<file path="config.mk">
export PLATFORM = sky130hd
export DESIGN_NAME = palindrome_nb
export DESIGN_NICKNAME = d
export VERILOG_FILES = /design/src/rtl/palindrome_nb.sv
export SDC_FILE = /design/constraint.sdc
export NUM_CORES = 1
export LEC_CHECK = 0
export CAP_MARGIN = 20
export CORE_MARGIN = 1.5
export CORE_UTILIZATION = 55
export CTS_BUF_LIST = sky130_fd_sc_hd__clkbuf_4 sky130_fd_sc_hd__clkbuf_8
export CTS_CLUSTER_DIAMETER = 80
export DETAILED_ROUTE_END_ITERATION = 8
export GPL_TIMING_DRIVEN = 0
export MAX_ROUTING_LAYER = met4
export PLACE_DENSITY_LB_ADDON = 0.2
export SLEW_MARGIN = 20
export SYNTH_ARGS = -nofsm -noshare
export SYNTH_HDL_FRONTEND = slang
export SYNTH_SLANG_ARGS = --single-unit
</file>
<file path="constraint.sdc">
create_clock -name clk -period 3.49 [get_ports clk]
set_input_delay 0.349 -clock clk [delete_from_list [all_inputs] [get_ports clk]]
set_output_delay 0.349 -clock clk [all_outputs]
set_load 0.05 [all_outputs]
</file>
<file path="src/rtl/palindrome_nb.sv">
`default_nettype none
// ============================================================================
// Module   : palindrome_nb
// Function : Serial-stream palindrome detector, run-time window length 2..N,
//            with valid qualifier, synchronous clear and saturating hit count.
// Revision : 1.0 - initial release
// ============================================================================
module palindrome_nb #(
    parameter  int N     = 8,
    parameter  int CNT_W = 8,
    localparam int LEN_W = $clog2(N + 1)
) (
    input  logic             clk,
    input  logic             reset,
    input  logic             clear_i,
    input  logic             valid_i,
    input  logic             x_i,
    input  logic [LEN_W-1:0] len_i,
    output logic             palindrome_o,
    output logic [CNT_W-1:0] hit_cnt_o,
    output logic [LEN_W-1:0] fill_o
);

    localparam int               c_num_len  = 2 ** LEN_W;
    localparam logic [LEN_W-1:0] c_fill_max = LEN_W'(N - 1);
    localparam logic [LEN_W-1:0] c_len_one  = LEN_W'(1);
    localparam logic [LEN_W-1:0] c_len_min  = LEN_W'(2);
    localparam logic [LEN_W-1:0] c_len_max  = LEN_W'(N);

    logic [N-2:0]       r_hist;
    logic [LEN_W-1:0]   r_fill;
    logic [CNT_W-1:0]   r_hit_cnt;

    logic [N-1:0]       w_win;
    logic [N-2:0]       w_hist_nxt;
    logic [c_num_len-1:0] w_sym;
    logic               w_len_ok;
    logic               w_filled;
    logic               w_hit;

    // Window bit 0 is the live input; older bits come from history.
    assign w_win = {r_hist, x_i};

    generate
        if (N == 2) begin : g_shift_one
            assign w_hist_nxt = x_i;
        end else begin : g_shift_many
            assign w_hist_nxt = {r_hist[N-3:0], x_i};
        end
    endgenerate

    // One symmetry result per encodable length; unusable lengths read as 0.
    generate
        for (genvar L = 0; L < c_num_len; L++) begin : g_len
            if (L < 2 || L > N) begin : g_invalid
                assign w_sym[L] = 1'b0;
            end else begin : g_cmp
                logic [L/2-1:0] w_eq;
                for (genvar k = 0; k < L / 2; k++) begin : g_pair
                    assign w_eq[k] = (w_win[k] == w_win[L-1-k]);
                end
                assign w_sym[L] = &w_eq;
            end
        end
    endgenerate

    assign w_len_ok = (len_i >= c_len_min) && (len_i <= c_len_max);
    // Subtraction only matters when len_i is in range, so it cannot underflow.
    assign w_filled = (r_fill >= (len_i - c_len_one));
    assign w_hit    = valid_i && !clear_i && w_len_ok && w_filled && w_sym[len_i];

    assign palindrome_o = w_hit;
    assign hit_cnt_o    = r_hit_cnt;
    assign fill_o       = r_fill;

    always_ff @(posedge clk or posedge reset) begin
        if (reset) begin
            r_hist    <= '0;
            r_fill    <= '0;
            r_hit_cnt <= '0;
        end else if (clear_i) begin
            r_hist    <= '0;
            r_fill    <= '0;
            r_hit_cnt <= '0;
        end else begin
            if (valid_i) begin
                r_hist <= w_hist_nxt;
                if (r_fill != c_fill_max) begin
                    r_fill <= r_fill + c_len_one;
                end
            end
            if (w_hit && (r_hit_cnt != {CNT_W{1'b1}})) begin
                r_hit_cnt <= r_hit_cnt + CNT_W'(1);
            end
        end
    end

endmodule
`default_nettype wire

</file>
==> results by group <==
Logic synthesis
  – YS warnings: 0
  – Synthesized instance count: 145
  – Synth Area per Inst: 9.66 um2
  – Cell Area, Synth: 1400 um2
  – Fraction of registers with async set/reset: 1.00
  – Seq/Total Area, Yosys: 0.339
  – Most common cell in the synthesized netlist: dfrtp_1
  – Post-synth cell types: 43
  – Top-area cell type share of the netlist area: 0.339
  – Seq cells post-synth: 19
  – Synth top area cells: dfrtp_1 34%, mux2i_1 8.6%, ha_1 7.1%
  – Cell taking the most area after synthesis: dfrtp_1
  – Post-synth top cells: 19 x dfrtp_1, 12 x mux2i_1, 12 x nor2_1, 10 x xor2_1
  – Dominant synthesized flop cell: dfrtp_1
  – EDFF count, synth: 0
  – Syn_nets: 162

Timing
  – Pins Over Slew Limit: 0
  – Achievable frequency: 313 MHz
  – Hold Vio Cnt, Final: 0
  – Final period util: 0.915
  – Worst setup margin: 296 ps
  – Period minus WS final: 3190 ps
  – RSZ-0062 raised after global routing: false
  – Worst Skew: 6.59 ps
  – Relative slew slack: 0.519
  – Worst slew pin tran: 720 ps
  – Final setup viols: 0

Global routing
  – Total gr overflow: 0
  – Largest net degree at the start of global routing: 20
  – Initial antenna violation count: 0
  – Total GRT Usage: 0.226
  – First-pass GRT wire length: 4530 um
  – Vias in the first global route: 1117

Clocking
  – Worst skew pair latency: 310 ps
  – Hold buffer count at cts: 0
  – Htree depth: 1
  – Post-CTS Setup Repair Bufs: 0
  – Total CTS buffers: 3
  – CTS Sinks: 19
  – Worst-path clk slew: 120 ps
  – CTS tree: done
  – Clock Path Buffers: 2
  – CTS Root Cell: clkbuf_4

Detailed routing
  – Vias per cell: 5.78
  – Wirelength per Cell: 14.1 um
  – Detailed Routing Iterations Pass 1: 4
  – Aggregate routed wire length: 2780 um
  – DR vias: 1145
  – Detailed Route Iter0 Violations: 24
  – Antenna-violating nets left: 0
  – # DRC: 0

Die
  – Area of the die: 2860 um2
  – Starting Density: 0.576
  – Die W: 53.5 um
  – FP Rows: 18
  – CORE AREA: 2430 um2
  – Die height: 53.5 um
  – Number of I/O pins: 22

Pwr
  – PD cells: 263 nW/um2
  – Lkg Pwr: 0.787 nW
  – Max VDD drop: 0.223 mV

Place
  – HPWL after DPL: 2060 um
  – Placement Cell Area: 1630 um2
  – Place WS: -220 ps
  – Inst Count DP: 194
  – Port buffer count: 19
  – Placer Congestion: 0.785

Critical path
  – CP endpoint kind: output pin
  – Startpoint Class: input pin
  – CP Data Required Time: 3140 ps
  – Arrival @ worst endpoint: 2840 ps
  – Setup Crit Path Kind: in -> out
  – Max Fanout on Critical Path: 10

Finish
  – Share of cells above drive strength 1: 0.113
  – ANT cells: 0
  – Non-Filler Instances: 198
  – Post-route cell area: 1650 um2
  – Layout Utilization: 0.679
  – Net total in the final layout: 186
  – Area Growth Syn to Fin: 17.9%

Flow run
  – Max Cap Viol: 0

Min path
  – HP Class: in -> reg

Outcome
  – Status: complete, no violations
[per-layer routing]
| layer | wire (um) | vias up | share of wire | track usage |
|---|---|---|---|---|
| li1 | - | 564 | - | - |
| met1 | 1250 | 556 | 0.45 | 0.251 |
| met2 | 1420 | 21 | 0.51 | 0.387 |
| met3 | 86 | 4 | 0.031 | 0.0480 |
| met4 | 29 | 0 | 0.010 | 0.0983 |
| met5 | 0 | - | 0 | - |
[power breakdown]
group          switching (mW)  internal [mW]
combinational          0.0495         0.0406
clock                  0.0736         0.0428
sequential            0.00433          0.224
[worst max-delay path: stages]
cell and delay, ps:
clkdlybuf4s50_1 520, nor3_1 370, xnor2_1 120, ha_1 290, o21a_1 110, o2bb2ai_1 60
or4_4 450, buf_6 160, inv_1 110, clkbuf_2 290
[cell families after synthesis]
family,count (synthesis),synth area share
AND/OR/NAND/NOR,48,0.195
AO/OA/AOI/OAI,22,0.102
flip-flops,19,0.339
buffers and inverters,18,0.0928
XOR/XNOR,17,0.106
multiplexers,13,0.0938
adder cells (fa/ha/maj),8,0.0714
[timing repair]
action                                  CTS  global route
endpoints found under the setup margin    1             1
resized for setup                         1             2
hold endpoints to repair                  0             0
[metrics by stage]
step           TNS (ps)  hold WS (ps)  power (mW)
2_1_floorplan         0           300       0.296
3_3_place_gp       -150           528       0.320
3_5_place_dp       -220           545       0.323
4_1_cts               0           335       0.436
5_1_grt               0           337       0.455
6_report              0           334       0.435
[final timing paths]
check / startpoint / cells past startpoint / to / slack (ps)
min: x_i / 3 / r_hist[0]$_DFFE_PP0P_ / 330
min in group asynchronous: reset / 2 / hit_cnt_o[2]$_DFFE_PP0P_ / 440
max reg2reg: r_hist[4]$_DFFE_PP0P_ / 8 / hit_cnt_o[3]$_DFFE_PP0P_ / 770
min reg2reg: r_hist[6]$_DFFE_PP0P_ / 2 / r_hist[6]$_DFFE_PP0P_ / 560
max in group asynchronous: reset / 2 / fill_o[0]$_DFFE_PP0P_ / 2590
max: len_i[2] / 10 / palindrome_o / 300
[registers in the layout, summed over array words and instances, names as in the netlist]
name	cells
hit_cnt_o	8
fill_o	4
r_hist	7
[final cells by class]
type                            count  area (um2)
Buffer                             12         108
Clock buffer                        3        22.5
Clock inverter                      1        5.00
Fill cell                         209         781
Inverter                            6        22.5
Multi-Input combinational cell    108         796
Sequential cell                    19         475
Tap cell                           30        37.5
Timing Repair Buffer               19         185
[placed cells by master (no fill, tap or decap), drive strengths merged, types with 2 or more instances in the layout]
cell           instances
a21oi                  8
and3                   2
buf                    7
clkbuf                 9
clkdlybuf4s50         18
dfrtp                 19
ha                     8
inv                    6
mux2i                 12
nand2                  4
nand3                  5
nand4                  3
nor2                  12
nor3                   4
o21ai                  4
o31ai                  3
or3                    4
or4                    4
xnor2                  7
xor2                  10
Power figures use the tool's default switching activity.
